--- config.mk ---
export PLATFORM = sky130hd
export DESIGN_NAME = act_buf_stream_reader
export DESIGN_NICKNAME = d
export VERILOG_FILES = /design/src/rtl/act_buf_stream_reader_pkg.sv /design/src/rtl/act_buf_stream_reader_unpacker.sv /design/src/rtl/act_buf_stream_reader.sv
export SDC_FILE = /design/constraint.sdc
export NUM_CORES = 1
export LEC_CHECK = 0
export ABC_AREA = 1
export CORE_UTILIZATION = 50
export CTS_BUF_LIST = sky130_fd_sc_hd__clkbuf_4 sky130_fd_sc_hd__clkbuf_8
export DETAILED_ROUTE_END_ITERATION = 6
export PLACE_DENSITY = 0.71
export SYNTH_ARGS = -nofsm -noshare
export SYNTH_HDL_FRONTEND = slang
export SYNTH_SLANG_ARGS = --single-unit
--- constraint.sdc ---
create_clock -name ap_clk -period 1.9 [get_ports ap_clk]
set_input_delay 0.19 -clock ap_clk [delete_from_list [all_inputs] [get_ports ap_clk]]
set_output_delay 0.19 -clock ap_clk [all_outputs]
set_load 0.01 [all_outputs]
--- src/rtl/act_buf_stream_reader_pkg.sv ---
`default_nettype none
// ============================================================================
// Module   : act_buf_stream_reader_pkg
// Purpose  : Shared constants and FSM encoding for the activation-buffer
//            stream reader and its word unpacker.
// Revision : 1.0 - initial release
// ============================================================================
package act_buf_stream_reader_pkg;

    localparam int BYTE_W        = 8;
    localparam int DEF_DWIDTH    = 64;
    localparam int DEF_AWIDTH    = 7;
    localparam int DEF_BYTES_PW  = 8;
    localparam int DEF_NUM_WORDS = 128;

    // Reader control state: waiting for a sync token, or draining a frame.
    typedef enum logic [0:0] {
        ST_IDLE   = 1'b0,
        ST_STREAM = 1'b1
    } state_t;

endpackage : act_buf_stream_reader_pkg
`default_nettype wire

--- src/rtl/act_buf_stream_reader_unpacker.sv ---
`default_nettype none
// ============================================================================
// Module   : act_word_unpacker
// Purpose  : Holds the word currently being streamed, shifts it out one byte
//            per AXI-stream handshake (byte 0 = bits [7:0] first) and raises
//            TLAST on the final byte of the frame's last word.
// Revision : 1.0 - initial release
// ============================================================================
module act_word_unpacker
    import act_buf_stream_reader_pkg::*;
#(
    parameter int DWIDTH   = DEF_DWIDTH,
    parameter int BYTES_PW = DEF_BYTES_PW
) (
    input  logic              clk,
    input  logic              rst,
    input  logic              i_load,
    input  logic [DWIDTH-1:0] i_word,
    input  logic              i_last_word,
    input  logic              i_tready,
    output logic              o_ready,
    output logic              o_done,
    output logic [BYTE_W-1:0] o_tdata,
    output logic              o_tvalid,
    output logic              o_tlast
);

    localparam int              c_IW       = (BYTES_PW > 1) ? $clog2(BYTES_PW) : 1;
    localparam logic [c_IW-1:0] c_LAST_IDX = c_IW'(BYTES_PW - 1);

    logic [DWIDTH-1:0] r_shift;
    logic [c_IW-1:0]   r_idx;
    logic              r_valid;
    logic              r_last_word;

    logic w_xfer;
    logic w_word_end;

    assign w_xfer     = r_valid & i_tready;
    assign w_word_end = w_xfer & (r_idx == c_LAST_IDX);

    // A new word may enter when empty, or in the very cycle the last byte
    // leaves, which keeps the stream free of bubbles between words.
    assign o_ready  = ~r_valid | w_word_end;
    assign o_done   = w_word_end & r_last_word;
    assign o_tdata  = r_shift[BYTE_W-1:0];
    assign o_tvalid = r_valid;
    assign o_tlast  = r_valid & r_last_word & (r_idx == c_LAST_IDX);

    // Current-word shift register and byte index; holds still while stalled.
    always_ff @(posedge clk) begin
        if (rst) begin
            r_shift     <= '0;
            r_idx       <= '0;
            r_valid     <= 1'b0;
            r_last_word <= 1'b0;
        end else if (i_load) begin
            r_shift     <= i_word;
            r_idx       <= '0;
            r_valid     <= 1'b1;
            r_last_word <= i_last_word;
        end else if (w_word_end) begin
            r_valid     <= 1'b0;
            r_last_word <= 1'b0;
        end else if (w_xfer) begin
            r_shift     <= r_shift >> BYTE_W;
            r_idx       <= r_idx + c_IW'(1);
        end
    end

endmodule : act_word_unpacker
`default_nettype wire

--- src/rtl/act_buf_stream_reader.sv ---
`default_nettype none
// ============================================================================
// Module   : act_buf_stream_reader
// Purpose  : Accepts the buffer-full sync token, reads the activation BRAM
//            word by word and streams it out as bytes over AXI-stream with
//            TLAST on the final byte of the frame.
// Revision : 1.0 - initial release
// ============================================================================
module act_buf_stream_reader
    import act_buf_stream_reader_pkg::*;
#(
    parameter int DWIDTH    = DEF_DWIDTH,
    parameter int AWIDTH    = DEF_AWIDTH,
    parameter int BYTES_PW  = DEF_BYTES_PW,
    parameter int NUM_WORDS = DEF_NUM_WORDS
) (
    input  logic              ap_clk,
    input  logic              ap_rst,
    input  logic              SyncSig_V,
    input  logic              SyncSig_V_ap_vld,
    output logic              SyncSig_V_ap_ack,
    output logic [AWIDTH-1:0] ActBuf_Data_address0,
    output logic              ActBuf_Data_ce0,
    input  logic [DWIDTH-1:0] ActBuf_Data_q0,
    output logic [7:0]        ActOut_V_TDATA,
    output logic              ActOut_V_TVALID,
    output logic              ActOut_V_TLAST,
    input  logic              ActOut_V_TREADY
);

    // Word counter is one bit wider than the address so it can reach
    // NUM_WORDS without aliasing back onto word 0.
    localparam logic [AWIDTH:0] c_LAST_WORD = (AWIDTH + 1)'(NUM_WORDS - 1);

    state_t            r_state;
    logic [AWIDTH:0]   r_wcnt;
    logic              r_inflight;
    logic              r_inflight_last;
    logic [DWIDTH-1:0] r_nxt;
    logic              r_nxt_vld;
    logic              r_nxt_last;

    logic              w_ack;
    logic              w_start;
    logic              w_issue;
    logic              w_load;
    logic [DWIDTH-1:0] w_load_word;
    logic              w_load_last;
    logic              w_un_ready;
    logic              w_un_done;

    // Token handshake is only offered in IDLE; a valid-frame token also
    // launches the read of word 0 in the same cycle.
    assign w_ack   = (r_state == ST_IDLE) & SyncSig_V_ap_vld & ~ap_rst;
    assign w_start = w_ack & SyncSig_V;

    // One read at a time, only into an empty next-word slot, never past the
    // last word of the frame.
    assign w_issue = (r_state == ST_STREAM) & ~ap_rst & ~r_nxt_vld & ~r_inflight
                   & (r_wcnt <= c_LAST_WORD);

    assign SyncSig_V_ap_ack     = w_ack;
    assign ActBuf_Data_ce0      = w_start | w_issue;
    assign ActBuf_Data_address0 = w_issue ? r_wcnt[AWIDTH-1:0] : '0;

    // The unpacker takes the buffered word if there is one, otherwise it
    // takes q0 straight from the BRAM so the first byte appears at T+2.
    assign w_load      = (r_state == ST_STREAM) & w_un_ready & (r_nxt_vld | r_inflight);
    assign w_load_word = r_nxt_vld ? r_nxt      : ActBuf_Data_q0;
    assign w_load_last = r_nxt_vld ? r_nxt_last : r_inflight_last;

    act_word_unpacker #(
        .DWIDTH   (DWIDTH),
        .BYTES_PW (BYTES_PW)
    ) u_unpacker (
        .clk         (ap_clk),
        .rst         (ap_rst),
        .i_load      (w_load),
        .i_word      (w_load_word),
        .i_last_word (w_load_last),
        .i_tready    (ActOut_V_TREADY),
        .o_ready     (w_un_ready),
        .o_done      (w_un_done),
        .o_tdata     (ActOut_V_TDATA),
        .o_tvalid    (ActOut_V_TVALID),
        .o_tlast     (ActOut_V_TLAST)
    );

    // Frame FSM, read tracking and next-word holding register.
    always_ff @(posedge ap_clk) begin
        if (ap_rst) begin
            r_state         <= ST_IDLE;
            r_wcnt          <= '0;
            r_inflight      <= 1'b0;
            r_inflight_last <= 1'b0;
            r_nxt           <= '0;
            r_nxt_vld       <= 1'b0;
            r_nxt_last      <= 1'b0;
        end else begin
            r_inflight <= w_start | w_issue;
            case (r_state)
                ST_IDLE: begin
                    if (w_start) begin
                        r_state         <= ST_STREAM;
                        r_wcnt          <= (AWIDTH + 1)'(1);
                        r_inflight_last <= (c_LAST_WORD == '0);
                        r_nxt_vld       <= 1'b0;
                    end
                end
                ST_STREAM: begin
                    if (w_issue) begin
                        r_wcnt          <= r_wcnt + (AWIDTH + 1)'(1);
                        r_inflight_last <= (r_wcnt == c_LAST_WORD);
                    end
                    // Returning data lands in the slot unless the unpacker
                    // consumed it directly this cycle.
                    if (r_inflight && !(w_load && !r_nxt_vld)) begin
                        r_nxt      <= ActBuf_Data_q0;
                        r_nxt_vld  <= 1'b1;
                        r_nxt_last <= r_inflight_last;
                    end else if (w_load && r_nxt_vld) begin
                        r_nxt_vld  <= 1'b0;
                    end
                    if (w_un_done) begin
                        r_state <= ST_IDLE;
                        r_wcnt  <= '0;
                    end
                end
                default: r_state <= ST_IDLE;
            endcase
        end
    end

endmodule : act_buf_stream_reader
`default_nettype wire
## After elaboration in Yosys (flattened, before gate mapping)

Cells that the tools add are included.

| cells by class | value |
|---|---|
| multiplexer cells | 22 |
| bitwise logic cells | 23 |
| eq/ne operators | 7 |
| shifts and indexed selects | 0 |
| magnitude comparators | 1 |
| $add $sub $neg | 2 |
| div/mod/pow operators | 0 |
| multiply operators | 0 |
| reduce and logical (&&, ||, !) cells | 14 |

Operators by type and width:

| kind | count |
|---|---|
| $mux W64 | 4 |
| $mux W8 | 3 |
| $pmux W8 S2 | 1 |
| $and A1 B1 Y1 | 14 |
| $reduce_and A2 Y1 | 6 |
| $mux W1 | 10 |
| $add A8 B1 Y8 const B | 1 |
| $eq A8 B7 Y1 const B | 1 |
| $le A8 B7 Y1 const B | 1 |
| $mux W7 | 1 |
| $ne A3 B1 Y1 const B | 2 |
| $not A1 Y1 | 6 |
| $pmux W1 S2 | 3 |
| $ne A2 B2 Y1 const B | 2 |
| $reduce_bool A2 Y1 | 2 |
| $add A3 B1 Y3 const B | 1 |
| $eq A3 B3 Y1 const B | 1 |
| $logic_and A1 B1 Y1 | 3 |
| $or A1 B1 Y1 | 3 |
| $logic_not A1 Y1 | 2 |
| $ne A2 B1 Y1 const B | 1 |
| $reduce_or A2 Y1 | 1 |

| storage, ports and cells | value |
|---|---|
| ROM bits | 0 |
| latch bits | 0 |
| input port bits | 69 |
| memory bits (writable) | 0 |
| memories kept | 0 |
| word-level logic and storage cells | 80 |
| flip-flop bits (word level) | 146 |

## Longest topological paths before layout

Gate-level depths: netlist of run 1.

| logic depth | value |
|---|---|
| depth in word-level cells | 10 |
| gate-level depth with buffers | 11 |
| mapped depth without buffers | 10 |

## By module

Synthesis of run 1 repeated with hierarchy kept, for this count alone.

| unflattened totals | value |
|---|---|
| cells, all modules | 1128 |
| area total of the unflattened synthesis | 7179.4 um^2 |

By module, submodules not included:

| module | instances | area each (um^2) | seq. area each (um^2) | cells an instance |
|---|---|---|---|---|
| act_buf_stream_reader | 1 | 3744.8 | 1541.5 | 601 |
| act_word_unpacker | 1 | 3434.5 | 1381.3 | 527 |

## Worst setup path before layout of run 1

Ideal clock, no wire load.

| timing path | value |
|---|---|
| path type | reg2reg |
| from | register u_unpacker.r_idx[0] |
| to | register r_nxt[16] |
| buffers on the path | 2 |
| slack | 0.320 ns |
| required time | 1.784 ns |
| stages on the path, launching flop included | 11 |
| arrival time | 1.464 ns |
| cells stage by stage | dfxtp_1 -> ha_1 -> ha_1 -> nand3_2 -> nand2_2 -> nand3_2 -> nand2_2 -> buf_6 -> buf_6 -> o21ai_0 -> nor2_1 |

| on the way | value |
|---|---|
| cells in the longest elaborated chain, start to end | 9 |

RTL lines:

| what | RTL line | source |
|---|---|---|
| start, declared | act_buf_stream_reader_unpacker.sv:32 | `logic [c_IW-1:0] r_idx;` |
| start signal, assigned | act_buf_stream_reader_unpacker.sv:67 | `r_idx <= r_idx + c_IW'(1);` |
| $eq A3 B3 Y1 | act_buf_stream_reader_unpacker.sv:40 | `assign w_word_end = w_xfer & (r_idx == c_LAST_IDX);` |
| $and A1 B1 Y1 | act_buf_stream_reader_unpacker.sv:40 |  |
| $or A1 B1 Y1 | act_buf_stream_reader_unpacker.sv:44 | `assign o_ready = ~r_valid \| w_word_end;` |
| $and A1 B1 Y1 (2 in series) | act_buf_stream_reader.sv:68 | `assign w_load = (r_state == ST_STREAM) & w_un_ready & (r_nxt_vld \| r_inflight);` |
| $logic_and A1 B1 Y1 | act_buf_stream_reader.sv:117 | `if (r_inflight && !(w_load && !r_nxt_vld)) begin` |
| $logic_not A1 Y1 | act_buf_stream_reader.sv:117 |  |
| $logic_and A1 B1 Y1 | act_buf_stream_reader.sv:117 |  |
| $reduce_and A2 Y1 (no line) | - |  |
| end signal, assigned | act_buf_stream_reader.sv:118 | `r_nxt <= ActBuf_Data_q0;` |
| end, declared | act_buf_stream_reader.sv:39 | `logic [DWIDTH-1:0] r_nxt;` |

No other way between the ends.
A chain may end at the register's enable or synchronous reset.

## Worst setup path after layout of run 1

| timing path | value |
|---|---|
| from | register r_nxt_vld |
| to | output ActBuf_Data_address0[2] |

| on the way | value |
|---|---|
| cells in the longest elaborated chain, start to end | 5 |

RTL lines:

| what | RTL line | source |
|---|---|---|
| start, declared | act_buf_stream_reader.sv:40 | `logic r_nxt_vld;` |
| start signal, assigned | act_buf_stream_reader.sv:97 | `r_nxt_vld <= 1'b0;` |
| start signal, assigned | act_buf_stream_reader.sv:107 | `r_nxt_vld <= 1'b0;` |
| start signal, assigned | act_buf_stream_reader.sv:119 | `r_nxt_vld <= 1'b1;` |
| $not A1 Y1 | act_buf_stream_reader.sv:59 | `assign w_issue = (r_state == ST_STREAM) & ~ap_rst & ~r_nxt_vld & ~r_inflight` |
| $and A1 B1 Y1 (2 in series) | act_buf_stream_reader.sv:59 |  |
| $and A1 B1 Y1 | act_buf_stream_reader.sv:60 | `& (r_wcnt <= c_LAST_WORD);` |
| $mux W7 | act_buf_stream_reader.sv:64 | `assign ActBuf_Data_address0 = w_issue ? r_wcnt[AWIDTH-1:0] : '0;` |
| end, declared | act_buf_stream_reader.sv:22 | `output logic [AWIDTH-1:0] ActBuf_Data_address0,` |

No other way between the ends.

==> metrics, run 1 <==
Post-Syn Nets=1,109; first-pass GRT wire length=27.0 mm; Flop pwr share=approximately 50%; Starting Density=around half; TritonCTS Buffers=17; Worst Tran Pin Value=0.479 ns; Static Leak=about 3.6 nW; Max Freq=557 MHz; met3 WL post-DR=~740 microns; DR WL met2=7.43 mm; Max clock buf depth=2; Total GRT Usage=between 20% and 30%; CP Buf/Inv Count=2; DPL Wire Length=10.5 mm; # nets final=1,165; initial antenna violation count=0; Slew headroom=68.1%; die width=around 120 microns; GP Congestion=0.780; routed vias/inst=5.07; Die ar.=~14,000 sq um; crit path capture type=primary output; Die Y=between 100 and 150 microns; Hold-fix buffers, CTS=0; io pins=88; Clock Skew=0.00928 ns; CP max stage delay=0.35 ns; Core Box Area=13,500 sq um; Post-DRT Antenna Nets=0; post-layout util=62.6%; per-cell routed wire length=13.0 microns; row cnt=42; flops & latches, synth=146; share of cells above drive strength 1=about 7.5%; Hold Vio Cnt, Final=0; worst skew pair latency=0.45 ns; CP Class=reg2out; Max Slew Vio Count=0; M1 wire length=between 8 and 9 mm; CTS HTree Levels=4; Iteration-0 DRC Markers=520; Layout area overhead=20.6%; Psw=between 1 and 1.5 mW; # DRC=0; worst vdd ir=0.510 mV; largest net degree at the start of global routing=approximately 130; Port-buffer cells=87; crit-path max FO=11; Synth Instances=1,037; crit path time final=1.80 ns; DR top layer=met4; combinational power share=9.1%; run status=complete, no violations; GRT overflow=0; Num Clock Sinks=146; # setup viols final=0; cells along the critical path=nor2_4 -> nand3_1 -> buf_4 -> nor2_1 -> dlygate4sd2_1; Clk pwr share=between 40% and 50%; Crit path max-delay family=buffers and inverters; Fin Hold WS=about 0.38 ns; Critical Path AT=1.61 ns; Hold WC Path Type=in2reg; syn_area_per_cell=6.73 sq um; Total Wirelength=16.7 mm; cell-internal power=4.95 mW; vias in the first global route=between 5k and 6k; synthesized area=6980 sq um; CP required=1.71 ns; Final Cycle Share=between 90 and 100%; diode count=0; CTS Root Cell=clkbuf_8; clock-pin slew on the worst setup and hold paths=0.07 ns; Max-Cap Viols=0; FILL cells=1,274; Power Density=~760 nW/um^2; Synthesis Warnings=0; Switching Share=~23%; post-synth cell types=26; Seq/Total Area, Yosys=a little over two fifths; CP startpoint kind=register; CTS tree=yes; CP max stage cell=dfxtp_2; Initial DRT Pass Iterations=5; Vias=6,503
## metal layers
metal | global-route usage, % | vias to the layer above
met4 | 9.92 | 0
met2 | 34.4 | 151
met1 | 34.0 | 2932
li1 | - | 3401
met3 | 3.90 | 19
met5 | 0 | -
## logic make-up after synthesis
| group | Yosys count | share of synthesized area, % |
|---|---|---|
| AND/OR/NAND/NOR | 377 | 21.9 |
| flip-flops | 146 | 41.9 |
| XOR/XNOR | 1 | 0.126 |
| buffers and inverters | 212 | 14.2 |
| adder cells (fa/ha/maj) | 3 | 0.538 |
| AO/OA/AOI/OAI | 298 | 21.4 |
## final timing paths
| kind | start | end | slack [ns] | cells after the start |
|---|---|---|---|---|
| worst max-delay path | r_nxt_vld | ActBuf_Data_address0[2] | 0.10 | 5 |
| worst max register to register | u_unpacker.r_idx[0] | u_unpacker.r_shift[16] | 0.11 | 9 |
| worst min-delay path | ActBuf_Data_q0[63] | r_nxt[63] | 0.38 | 3 |
| worst min register to register | u_unpacker.r_idx[1] | u_unpacker.r_idx[1] | 0.47 | 2 |
## cells in the mapped netlist (all sizes together)
library cell | number | area (sq um)
o21ai | 180 | 901
ha | 3 | 37.5
nand4 | 12 | 75.1
o211ai | 1 | 7.51
nor3 | 1 | 5.00
clkinv | 1 | 3.75
inv | 132 | 495
dfxtp | 146 | 2920
nand3 | 31 | 165
a21oi | 117 | 586
clkbuf | 26 | 98.8
xor2 | 1 | 8.76
nand2 | 184 | 706
nor2 | 148 | 571
buf | 53 | 390
nor4 | 1 | 6.26
## stage by stage
| stage | power, mW | setup slack (ns) | instances | TNS [ns] | instance area [sq um] |
|---|---|---|---|---|---|
| floorplan | 3.53 | 0.320 | 1037 | 0 | 6980 |
| global placement | 3.80 | 0.0425 | 1247 | 0 | 7920 |
| detailed placement | 3.80 | 0.00291 | 1247 | 0 | 7920 |
| CTS | 6.43 | 0.000611 | 1279 | 0 | 8340 |
| global route | 6.66 | -0.0206 | 1282 | -0.0530 | 8420 |
| finish | 6.40 | 0.105 | 1282 | 0 | 8420 |
## power by group through the flow
stage | Combinational [mW] | Sequential, mW | Clock, mW
finish | 0.579 | 3.17 | 2.66
global route | 0.642 | 3.17 | 2.85
CTS | 0.568 | 3.16 | 2.69
detailed placement | 0.566 | 3.23 | 0
global placement | 0.565 | 3.23 | 0
floorplan | 0.309 | 3.22 | 0
## sequential cells by signal, indices dropped and copies added, names as in the netlist
signal	cells
u_unpacker.r_idx	3
r_wcnt	8
r_nxt_vld	1
u_unpacker.r_last_word	1
u_unpacker.r_shift	64
u_unpacker.o_tvalid	1
r_inflight	1
r_nxt	64
r_inflight_last	1
r_nxt_last	1
r_state	1
## tightest hold or removal path: stages
cell and delay [ns]:
clkdlybuf4s50_1 0.42, o21ai_1 0.13, nor2_1 0.04
## final cells by class
class,count,area (sq um),area share (%)
well taps,176,220,2.62
clock buffers,28,342,4.06
clock inverters,4,95.1,1.13
flip-flops and latches,146,2930,34.7
multi-input cells,679,3100,36.8
inverters,133,503,5.97
repair buffers,116,1240,14.7
## cells in the final DEF, fill, tap and decap left out
master / instances
xor2_1: 1
dfxtp_2: 2
nand3_2: 3
clkbuf_16: 2
nor4_1: 1
o21ai_0: 131
bufinv_16: 3
nand2_8: 1
dfxtp_1: 144
o21ai_1: 49
dlygate4sd2_1: 5
nand4_1: 12
ha_1: 2
nand2_2: 1
buf_4: 16
nand2_4: 2
o211ai_1: 1
nor3_1: 1
clkbuf_8: 21
buf_12: 11
inv_2: 4
nor2_4: 2
ha_2: 1
clkbuf_2: 4
clkdlybuf4s50_1: 77
dlymetal6s2s_1: 1
clkinvlp_4: 1
nor2_2: 1
inv_1: 127
nand2_1: 180
clkbuf_4: 7
clkinv_2: 1
nand3_1: 28
nor2_1: 145
clkinv_1: 1
a21oi_1: 117
## what timing repair did
item | 4_1_cts | 5_1_grt
pin swaps | 0 | 1
setup buffers | 0 | 1
cloned | 0 | 2
resized for setup | 9 | 23
setup endpoints to repair | 9 | 85
No activity file was read; power rests on OpenSTA's default activity.
==> run 2: changes to the inputs <==
--- a/config.mk
+++ b/config.mk
@@ -9,6 +9,7 @@
 export CORE_UTILIZATION = 50
 export CTS_BUF_LIST = sky130_fd_sc_hd__clkbuf_4 sky130_fd_sc_hd__clkbuf_8
 export DETAILED_ROUTE_END_ITERATION = 6
+export HOLD_SLACK_MARGIN = 0.06
 export PLACE_DENSITY = 0.71
 export SYNTH_ARGS = -nofsm -noshare
 export SYNTH_HDL_FRONTEND = slang
==> constraint.sdc (replaced) <==
create_clock -name ap_clk -period 1.89 [get_ports ap_clk]
set_input_delay 0.189 -clock ap_clk [delete_from_list [all_inputs] [get_ports ap_clk]]
set_output_delay 0.189 -clock ap_clk [all_outputs]
set_load 0.01 [all_outputs]
==> run 2 against run 1 <==
Final area about the same. Via count grew 0.80%. Sequential share of layout area barely moved. Largest power group unchanged. Highest routed layer unchanged.
==> metrics, run 2 (synthesis results as in run 1) <==
run status=complete, no violations; Total GRT Usage=between 20% and 30%; CTS tree=yes; FILL cells=approximately 1.3k; min-delay src=ActBuf_Data_q0[29]; area of the multi-input gates=3110 sq um; Fin Hold WS=0.378 ns; Iteration-0 DRC Markers=roughly 550; vias in the first global route=5,622; GP Congestion=0.803; crit path time final=roughly 1.8 ns; crit path capture type=primary output; Max Freq=552 MHz; CP startpoint kind=register; TritonCTS Buffers=17; CTS HTree Levels=4; unrepaired setup endpoints after global routing=true; Hold Vio Cnt, Final=0; Reg-to-Reg Start=u_unpacker.r_idx[0]; per-cell routed wire length=around 13 microns; Final WS setup=0.0775 ns; Layout area overhead=20.6%; Port-buffer cells=87; Slew headroom=between 60% and 70%; Core Box Area=13,500 sq um; io pins=88; Hold-fix buffers, CTS=0; Hold WC Path Type=in2reg; # setup viols final=0; Max Slew Vio Count=0; Initial DRT Pass Iterations=5; Max-Cap Viols=0; # nets final=between 1k and 1.5k; die width=between 100 and 150 microns; DPL Wire Length=about 11 mm; # DRC=0; routed vias/inst=5.09; row cnt=42; largest net degree at the start of global routing=126; sequential cell area=2930 sq um; setup TNS=0 ns; worst skew pair latency=0.45 ns; Vias=6,555; Final Cycle Share=95.9%; largest registers=r_nxt (64), u_unpacker.r_shift (64), r_wcnt (8); diode count=0; commonest non-fill, non-tap cell in the layout=nand2_1; initial antenna violation count=0; Reg2Reg Depth=9; CP required=about 1.7 ns; GRT overflow=0; Power Density=732 nW/um^2; Static Leak=3.59 nW; Tot Pwr=6.16 mW; worst vdd ir=0.479 mV; Critical Path AT=1.62 ns; Total Wirelength=roughly 17 mm; CP Class=reg2out; Num Clock Sinks=146; Die ar.=14,400 sq um; first-pass GRT wire length=27.3 mm; Hold EP=r_nxt[29]; commonest non-fill, non-tap cells in the layout=nand2_1, nor2_1, dfxtp_1; Starting Density=51.9%; pre-CTS setup slack=-0.0493 ns; Post-DRT Antenna Nets=0; CTS Root Cell=clkbuf_8; Die Y=120 microns; FF-to-FF setup slack=0.10 ns; Max clock buf depth=2; Clock Skew=approximately 0.010 ns; crit-path max FO=4; reg2reg end=u_unpacker.r_shift[4]; clock-pin slew on the worst setup and hold paths=0.08 ns; Worst Tran Pin Value=between 0.5 and 0.6 ns; hold path cells=3; share of cells above drive strength 1=8.01%
-- run 2: cell count changes in the layout (fill, tap and decap cells not counted), sizes merged --
cell,before,now
clkdlybuf4s15,0,2
dlymetal6s2s,1,0
buf,27,32
dlygate4sd2,5,3
bufinv,3,1
clkinv,2,5
-- run 2: worst max path at each step --
stage	start	to	slack [ns]	cells after the start
detailed placement	ActOut_V_TREADY	u_unpacker.r_shift[21]	-0.05	9
global placement	ActOut_V_TREADY	u_unpacker.r_shift[21]	-0.002	9
finish	u_unpacker.r_idx[1]	ActOut_V_TLAST	0.08	5
global route	u_unpacker.r_idx[0]	u_unpacker.r_shift[4]	-0.04	9
floorplan	u_unpacker.r_idx[0]	r_nxt[16]	0.31	10
CTS	u_unpacker.r_idx[0]	ActOut_V_TLAST	0.003	5
-- run 2: worst max-delay path: stages, from the launching register on --
cell	delay [ns]
dfxtp_1	0.34
ha_1	0.16
ha_2	0.21
inv_1	0.09
nor2_1	0.13
clkdlybuf4s15_1	0.25
-- run 2: layer usage --
layer  part of all wire (%)  wire (microns)  global-route usage, %  vias to the layer above
li1                       -               -                      -                     3418
met1                     49            8510                   34.0                     2975
met2                     45            7780                   35.8                      147
met3                    4.4             751                   4.56                       15
met4                   0.84             145                   6.72                        0
met5                      0               0                      0                        -
-- run 2: layout make-up --
class                           instances  share of cell area, %
Multi-Input combinational cell        679                   36.9
Sequential cell                       146                   34.8
Timing Repair Buffer                  121                   15.2
Inverter                              133                   5.98
Clock buffer                           27                   3.97
Tap cell                              176                   2.62
Clock inverter                          5                  0.595
-- run 2: stage by stage --
stage / instances / area (sq um) / utilization, %
2_1_floorplan: 1037 / 6980 / -
3_3_place_gp: 1251 / 7950 / 59.1
3_5_place_dp: 1251 / 7950 / 59.1
4_1_cts: 1283 / 8320 / 61.8
5_1_grt: 1287 / 8420 / 62.6
6_report: 1287 / 8420 / 62.6
-- run 2: power by group --
part | switching, mW | internal [mW]
logic | 0.306 | 0.282
registers | 0.0401 | 3.14
clock network | 1.13 | 1.26
total | 1.47 | 4.69
-- run 2: timing repair --
item,4_1_cts,5_1_grt
endpoints found under the hold margin,0,0
gates cloned,0,2
buffers inserted,0,2
resized for setup,11,30
setup endpoints to repair,11,105
pin swaps,0,1
==> run 3: changes to the inputs <==
--- a/config.mk
+++ b/config.mk
@@ -10,7 +10,7 @@
 export CTS_BUF_LIST = sky130_fd_sc_hd__clkbuf_4 sky130_fd_sc_hd__clkbuf_8
 export DETAILED_ROUTE_END_ITERATION = 6
 export HOLD_SLACK_MARGIN = 0.06
-export PLACE_DENSITY = 0.71
+export PLACE_DENSITY_LB_ADDON = 0.05
 export SYNTH_ARGS = -nofsm -noshare
 export SYNTH_HDL_FRONTEND = slang
 export SYNTH_SLANG_ARGS = --single-unit
==> run 3 against run 2 <==
Register-to-register slack improved by 0.03 ns. Highest routed layer unchanged. Setup slack improved by 0.0087 ns. Critical endpoint is now ActBuf_Data_address0[6]. Combinational power about the same. Flip-flop and latch count unchanged. Sequential share of layout area increased by 0.28 points. Global-route usage increased by 0.37 points. Wire length decreased by 2.2%. Clock skew decreased by 0.0016 ns. Sequential power about the same.
==> metrics, run 3 (synthesis results as in run 1) <==
run status=complete, no violations; FILL cells=1,358; per-cell routed wire length=13.2 microns; Clk pwr share=37.6%; Placed Instances=1,246; largest net degree at the start of global routing=126; Max-Cap Viols=0; die width=120 microns; M1 wire length=8.42 mm; Finished Layout Cells=1,277; share of cells above drive strength 1=6.63%; CP max stage cell=dfxtp_1; Total Wirelength=16.8 mm; Max Slew Vio Count=0; first-pass GRT wire length=27.7 mm; Psw=1.45 mW; Crit path max-delay family=buffers and inverters; TritonCTS Buffers=17; CP startpoint kind=register; Fin Hold WS=between 0.3 and 0.4 ns; Flop pwr share=roughly 53%; worst skew pair latency=0.45 ns; Core Box Area=roughly 13,000 sq um; Hold-fix buffers, CTS=0; # nets final=approximately 1.2k; Post-DRT Antenna Nets=0; Layout area overhead=19.6%; routed vias/inst=about 5; combinational power share=9.7%; DR WL met2=7.38 mm; Iteration-0 DRC Markers=roughly 500; row cnt=42; crit-path max FO=14; Max Freq=554 MHz; Switching Share=24.1%; CTS Root Cell=clkbuf_8; # DRC=0; CP Class=reg2out; initial antenna violation count=0; vias in the first global route=5,668; setup TNS=0 ns; setup bufs post-CTS=0; Post-Layout Inst Area=about 8300 sq um; cell-internal power=4.58 mW; largest registers=r_nxt (64), u_unpacker.r_shift (64), r_wcnt (8); worst vdd ir=between 0.5 and 0.6 mV; CTS tree=yes; Num Clock Sinks=146; Critical Path AT=1.61 ns; io pins=88; CP Buf/Inv Count=3; GRT overflow=0; unrepaired setup endpoints after global routing=true; Hold Vio Cnt, Final=0; Power Density=723 nW/um^2; met3 WL post-DR=829 microns; Total GRT Usage=24.0%; Static Leak=3.54 nW; commonest non-fill, non-tap cells in the layout=nand2_1, nor2_1, dfxtp_1; CTS HTree Levels=4; Final WS setup=0.0862 ns; Initial DRT Pass Iterations=5; post-layout util=62.0%; CP max stage delay=0.35 ns; clock-pin slew on the worst setup and hold paths=0.08 ns; DPL Wire Length=10.5 mm; Die ar.=14,400 sq um; Port-buffer cells=87; commonest non-fill, non-tap cell in the layout=nand2_1; Tot Pwr=6.03 mW; DR top layer=met4; Max clock buf depth=2; Starting Density=just over 50%; CP required=~1.7 ns; cells along the critical path=inv_2 -> nor2_2 -> nand3_2 -> buf_12 -> nor2_1 -> dlygate4sd2_1; diode count=0; Worst Tran Pin Value=0.488 ns; Slew headroom=67.4%; Placed Area=7910 sq um; Hold WC Path Type=in2reg; Clock Skew=0.00885 ns; # setup viols final=0; Die Y=120 microns; crit path capture type=primary output; Vias=6,448; GP Congestion=0.767; Final Cycle Share=95.4%; pre-CTS setup slack=0.0393 ns; crit path time final=1.80 ns
run 3: cell types whose count changed in the layout (fill, tap and decap cells not counted), sizes merged:
cell and delta:
clkbuf -8, buf -7, dlygate4sd2 +3, clkdlybuf4s15 +1
clkinvlp +1
run 3: layout make-up:
| cell class | instances | area [sq um] | area share [%] |
|---|---|---|---|
| Clock buffer | 23 | 298 | 3.57 |
| Clock inverter | 6 | 57.6 | 0.690 |
| Inverter | 133 | 503 | 6.03 |
| Multi-Input combinational cell | 679 | 3100 | 37.1 |
| Sequential cell | 146 | 2920 | 35.0 |
| Tap cell | 176 | 220 | 2.64 |
| Timing Repair Buffer | 114 | 1240 | 14.9 |
run 3: routing by layer:
| metal | up-vias | global-route usage, % |
|---|---|---|
| met1 | 2848 | 35.2 |
| li1 | 3403 | - |
| met5 | - | 0 |
| met4 | 0 | 7.34 |
| met2 | 181 | 35.2 |
| met3 | 16 | 4.66 |
run 3: power groups by stage:
stage                     Sequential [mW]  Combinational (mW)  Clock (mW)
after floorplan                      3.24               0.310           0
after global placement               3.25               0.569           0
after detailed placement             3.25               0.569           0
after CTS                            3.18               0.571        2.32
after global routing                 3.19               0.656        2.47
final                                3.18               0.585        2.27
run 3: what timing repair did:
item	CTS	global route
gates cloned	0	2
resized for setup	11	19
endpoints found under the setup margin	10	64
pin swaps	0	1
run 3: path summary, 6_finish.rpt:
| check | depth (start not counted) | end | from | slack (ns) |
|---|---|---|---|---|
| setup / recovery | 6 | ActBuf_Data_address0[6] | r_state | 0.09 |
| hold reg to reg | 2 | u_unpacker.r_idx[2] | u_unpacker.r_idx[2] | 0.47 |
| hold / removal | 3 | r_nxt[29] | ActBuf_Data_q0[29] | 0.36 |
| setup reg to reg | 10 | u_unpacker.r_shift[9] | u_unpacker.r_idx[0] | 0.13 |
run 3: worst min-delay path: stages:
cell             delay (ns)
clkdlybuf4s50_1        0.41
o21ai_1                0.13
nor2_1                 0.04
